[src/rtl/l2_bus_scheduler_pkg.sv]
// Shared types and constants for the L2 read-port scheduler and its round-robin picker.
// Holds the FSM state encoding, requester ids, the READ opcode and a ceil-log2 helper.
package l2_bus_scheduler_pkg;

  typedef enum logic [1:0] {
    IDLE  = 2'd0,
    ISSUE = 2'd1,
    WAIT  = 2'd2,
    DONE  = 2'd3
  } state_t;

  typedef enum logic {
    P1 = 1'b0,
    P2 = 1'b1
  } req_id_t;

  localparam logic [1:0] OP_READ = 2'b01;

  function automatic int log2(input int value);
    int r;
    r = 0;
    for (int v = value - 1; v > 0; v = v >> 1) begin
      r = r + 1;
    end
    return r;
  endfunction

endpackage

[src/rtl/l2_rr_pick.sv]
// Combinational 2-way round-robin picker: a tie goes to the requester not served last.
// Zero latency; no backpressure, the caller decides when to consume the pick.
module l2_rr_pick
  import l2_bus_scheduler_pkg::*;
(
  input  logic    req1,
  input  logic    req2,
  input  req_id_t last_served,
  output req_id_t winner,
  output logic    any_req
);

  always_comb begin
    any_req = req1 | req2;
    winner  = P1;
    if (req1 && req2) begin
      winner = (last_served == P1) ? P2 : P1;
    end else if (req2) begin
      winner = P2;
    end
  end

endmodule

[src/rtl/l2_bus_scheduler.sv]
// Round-robin sequencer for the shared L2 read port: request sampled at edge n -> valid in cycle n+2+L2_LATENCY.
// No backpressure: requesters hold req until their valid pulse; one transaction per L2_LATENCY+3 cycles.
module l2_bus_scheduler
  import l2_bus_scheduler_pkg::*;
#(
  parameter int TAG_WIDTH    = 4,
  parameter int DATA_WIDTH   = 8,
  parameter int OPCODE_WIDTH = 2,
  parameter int L2_LATENCY   = 2
) (
  input  logic                                     clk,
  input  logic                                     reset,
  input  logic                                     req1,
  input  logic                                     req2,
  input  logic [TAG_WIDTH-1:0]                     addr1,
  input  logic [TAG_WIDTH-1:0]                     addr2,
  output logic                                     grant1,
  output logic                                     grant2,
  output logic                                     l2_enable,
  output logic [OPCODE_WIDTH+TAG_WIDTH+DATA_WIDTH-1:0] l2_vector_out,
  input  logic [DATA_WIDTH-1:0]                    l2_data_in,
  input  logic                                     l2_hit_in,
  output logic [DATA_WIDTH-1:0]                    data_out1,
  output logic [DATA_WIDTH-1:0]                    data_out2,
  output logic                                     hit_out,
  output logic                                     valid1,
  output logic                                     valid2,
  output logic                                     busy
);

  localparam int CNT_W = log2(L2_LATENCY) + 1;
  localparam int VEC_W = OPCODE_WIDTH + TAG_WIDTH + DATA_WIDTH;
  localparam logic [VEC_W-1:0] VEC_RESET = {OPCODE_WIDTH'(OP_READ), {(TAG_WIDTH + DATA_WIDTH){1'b0}}};

  state_t               state;
  state_t               state_d;
  req_id_t              last_served;
  req_id_t              winner;
  req_id_t              pick;
  logic                 any_req;
  logic [TAG_WIDTH-1:0] addr_q;
  logic [CNT_W-1:0]     cnt;

  l2_rr_pick u_pick (
    .req1        (req1),
    .req2        (req2),
    .last_served (last_served),
    .winner      (pick),
    .any_req     (any_req)
  );

  always_ff @(posedge clk) begin
    if (reset) state <= IDLE;
    else       state <= state_d;
  end

  always_comb begin
    state_d = state;
    case (state)
      IDLE:    if (any_req) state_d = ISSUE;
      ISSUE:   state_d = WAIT;
      WAIT:    if (cnt == '0) state_d = DONE;
      DONE:    state_d = IDLE;
      default: state_d = IDLE;
    endcase
  end

  // Bus-facing outputs are registered from the current state, so they trail the FSM by one cycle.
  always_ff @(posedge clk) begin
    if (reset) begin
      winner        <= P1;
      last_served   <= P2;
      addr_q        <= '0;
      cnt           <= '0;
      grant1        <= 1'b0;
      grant2        <= 1'b0;
      l2_enable     <= 1'b0;
      l2_vector_out <= VEC_RESET;
      data_out1     <= '0;
      data_out2     <= '0;
      hit_out       <= 1'b0;
      valid1        <= 1'b0;
      valid2        <= 1'b0;
      busy          <= 1'b0;
    end else begin
      grant1    <= (state inside {ISSUE, WAIT}) && (winner == P1);
      grant2    <= (state inside {ISSUE, WAIT}) && (winner == P2);
      l2_enable <= state inside {ISSUE, WAIT};
      valid1    <= (state == DONE) && (winner == P1);
      valid2    <= (state == DONE) && (winner == P2);
      busy      <= state_d != IDLE;
      case (state)
        IDLE: begin
          if (any_req) begin
            winner <= pick;
            addr_q <= (pick == P1) ? addr1 : addr2;
          end
        end
        ISSUE: begin
          cnt           <= CNT_W'(L2_LATENCY - 1);
          l2_vector_out <= {OPCODE_WIDTH'(OP_READ), addr_q, {DATA_WIDTH{1'b0}}};
        end
        WAIT: begin
          if (cnt == '0) begin
            if (winner == P1) data_out1 <= l2_data_in;
            else              data_out2 <= l2_data_in;
            hit_out <= l2_hit_in;
          end else begin
            cnt <= cnt - 1'b1;
          end
        end
        DONE: last_served <= winner;
        default: ;
      endcase
    end
  end

endmodule
[config.mk]
export PLATFORM = sky130hd
export DESIGN_NAME = l2_bus_scheduler
export DESIGN_NICKNAME = d
export VERILOG_FILES = /design/src/rtl/l2_bus_scheduler_pkg.sv /design/src/rtl/l2_rr_pick.sv /design/src/rtl/l2_bus_scheduler.sv
export SDC_FILE = /design/constraint.sdc
export NUM_CORES = 1
export LEC_CHECK = 0
export CORE_AREA = 2 2 56 58
export DETAILED_ROUTE_END_ITERATION = 12
export DIE_AREA = 0 0 58 60
export DONT_BUFFER_PORTS = 1
export PLACE_DENSITY = 0.75
export SLEW_MARGIN = 40
export SYNTH_ARGS = -nofsm -noshare
export SYNTH_HDL_FRONTEND = slang
export SYNTH_SLANG_ARGS = --single-unit
[constraint.sdc]
create_clock -name clk -period 1.3 [get_ports clk]
set_input_delay 0.13 -clock clk [delete_from_list [all_inputs] [get_ports clk]]
set_output_delay 0.13 -clock clk [all_outputs]
set_load 0.005 [all_outputs]
==> qor.csv <==
stage;metric;value;unit
clocking;cts_root_buffer;clkbuf_4;
finish;fin_nets;182;
timing;grt_setup_unrepaired;yes;
finish;fin_area;0.00169;mm^2
place;hpwl;1900;um
clocking;cts_tree;yes;
run;drv_cap;0;
routing;num_vias;979;
clocking;cts_buffer_depth;2;
floorplan;start_util;51.9;%
grt;grt_max_degree;35;
logic_synthesis;syn_area;0.00151;mm^2
min_path;hold_path.class;input port to register;
place;place_area;0.00155;mm^2
logic_synthesis;synth.top_cell.area_share;47.8;%
finish;final_cells;189;
floorplan;rows;20;
grt;first_global_vias;865;
clocking;worstSkewPairLatency;350;ps
timing;slew_viol_final;0;
power_and_ir_drop;p_leak;0.000781;uW
power_and_ir_drop;power_density;2050;mW/mm^2
finish;fillCellCount;247;
worst_setup_path;critPathMaxFanout;8;
power_and_ir_drop;netSwitchingFraction;31.6;%
worst_setup_path;cp.arrival;1530;ps
logic_synthesis;synthCells;149;
logic_synthesis;synth_top_area_cell;dfxtp_1;
logic_synthesis;ys_types;26;
routing;wire_per_inst;14.0;um
timing;setup_viol;0;
timing;min_period;1280;ps
power_and_ir_drop;internal-power;2370;uW
timing;fin_hold_ws;-164;ps
routing;finalWirelength;2650;um
logic_synthesis;avgSynthCellArea;10.1;um^2
finish;num_antenna_cells;0;
clocking;cts_buffers;5;
timing;finalCritPeriodShare;98.8;%
logic_synthesis;ys_seq_area_share;47.8;%
power_and_ir_drop;p_sw;1090;uW
grt;grt_usage;15.3;%
worst_setup_path;endpoint_kind;register;
floorplan;die_y;60;um
outcome;status;finished, violations left;
clocking;clk_pin_slew;120;ps
clocking;cts_htree_levels;2;
clocking;cts_sinks;36;
routing;ant_nets;0;
outcome;violations;negative hold slack;
place;place_congestion;0.709;
logic_synthesis;synth_warnings;0;
grt;gr-total-overflow;0;
grt;grt_pass1_wl;3930;um
routing;viasPerCell;5.18;
floorplan;fp.coreArea;0.00290;mm^2
power_and_ir_drop;p_comb_share;35.1;%
floorplan;die-width;58;um
finish;syn_to_final_growth;12.2;%
routing;first_pass_iters;4;
routing;drc;0;
logic_synthesis;synth_area_leaders;dfxtp_1, mux2i_1, nor2_1;
power_and_ir_drop;seqPwrFrac;42.4;%
power_and_ir_drop;pwr-share-clk;22.5;%
logic_synthesis;synth_seq_cells;36;
timing;hold_violations;34;
worst_setup_path;worstSetupStartpointType;register;
grt;antenna_found_initial;0;
finish;drive_gt1_share;18.6;%
routing;drt_iter0_drc;55;
timing;finalClockSkew;13.2;ps
floorplan;io_pins;58;
worst_setup_path;critPathKind;register to register;
timing;fmax;778;MHz
place;io_buffers;0;
power_and_ir_drop;vdd_ir_drop_max;1.10;mV
floorplan;dieArea;0.00348;mm^2
place;placedCellCount;180;
worst_setup_path;cp.required;1540;ps
[logic make-up after synthesis]
| family | Yosys count | share of synthesized area, % |
|---|---|---|
| compound gates | 14 | 7.14 |
| mux | 25 | 16.6 |
| other cells | 2 | 0.499 |
| simple gates | 44 | 14.4 |
| buf+inv | 22 | 8.55 |
| flops | 36 | 47.8 |
| fa+ha+maj | 6 | 4.98 |
[Yosys cell counts (all sizes together)]
cell type and number:
a211o 1, a211oi 4, a21boi 1, a21oi 2, a311oi 2, and2 2, and3b 2, buf 13
clkbuf 5, conb 2, dfxtp 36, ha 6, inv 4, mux2i 25, nand2 1, nand2b 2
nand3 1, nand3b 2, nor2 28, nor2b 3, nor3 1, nor3b 1, o21a 1, o21ai 3
or3b 1
[power by group through the flow]
stage                     Clock, uW  Combinational, uW  Sequential, uW
after floorplan                   0                773            1460
after global placement            0               1000            1480
after detailed placement          0               1050            1490
after CTS                       790               1070            1470
after global routing            844               1330            1490
final                           778               1220            1470
[layout by cell type (no fill, tap or decap), types with 2 or more instances in the layout]
cell type / instances
a211oi_1: 4
and2_1: 2
and3b_1: 2
buf_12: 2
buf_4: 6
clkbuf_4: 5
conb_1: 10
dfxtp_1: 34
dfxtp_2: 2
ha_1: 4
inv_1: 3
mux2i_1: 25
nand3b_1: 2
nor2_1: 28
nor2b_1: 3
o21ai_0: 2
[per-stage QoR]
stage	total power (uW)	worst slack [ps]	TNS, ps	utilization, %
floorplan	2230	10.6	0	-
global placement	2490	21.4	0	53.4
CTS	3330	1.21	0	56.4
finish	3460	15.4	0	58.2
detailed placement	2530	-13.4	-37.0	53.4
global route	3660	-26.1	-97.0	58.2
[flip-flops by register name (all words and copies together) (netlist names), 2 cells and up]
| register | count |
|---|---|
| addr_q | 4 |
| cnt | 2 |
| data_out1 | 8 |
| data_out2 | 8 |
| l2_vector_out | 4 |
| state | 2 |
[critical path: stages, from the launching register on]
cell      delay [ps]
dfxtp_1          380
ha_2             260
nand3b_1         140
buf_12           170
mux2i_1          170
nor2_1            60
[cell type report]
type                    count  area [um^2]  share of cell area (%)
repair buffers              8         85.1                    5.03
well taps                  33         41.3                    2.44
clock buffers               5         37.5                    2.22
clock inverters             3         42.5                    2.52
multi-input cells         100          746                    44.1
flip-flops and latches     36          723                    42.8
inverters                   4         15.0                   0.888
[path summary, 6_finish.rpt]
path / slack, ps / from / depth (start not counted) / endpoint
max: 20 / state[1] / 5 / data_out1[4]
min reg2reg: 490 / cnt[1] / 2 / cnt[1]
min: -160 / reset / 1 / data_out2[0]
max reg2reg: 20 / state[1] / 5 / data_out1[4]
[what timing repair did]
action | 4_1_cts | 5_1_grt
gates cloned | 0 | 1
setup endpoints to repair | 13 | 17
endpoints found under the hold margin | 35 | 35
gates resized for setup | 4 | 8
buffers inserted | 0 | 0
pin swaps | 1 | 2
[routing by layer]
metal / up-vias / global-route usage, % / wire length [um]
li1: 490 / - / -
met4: 0 / 7.97 / 51
met5: - / 0 / 0
met2: 35 / 24.7 / 1310
met3: 6 / 7.58 / 220
met1: 448 / 16.7 / 1070
No activity file was read; power rests on OpenSTA's default activity.
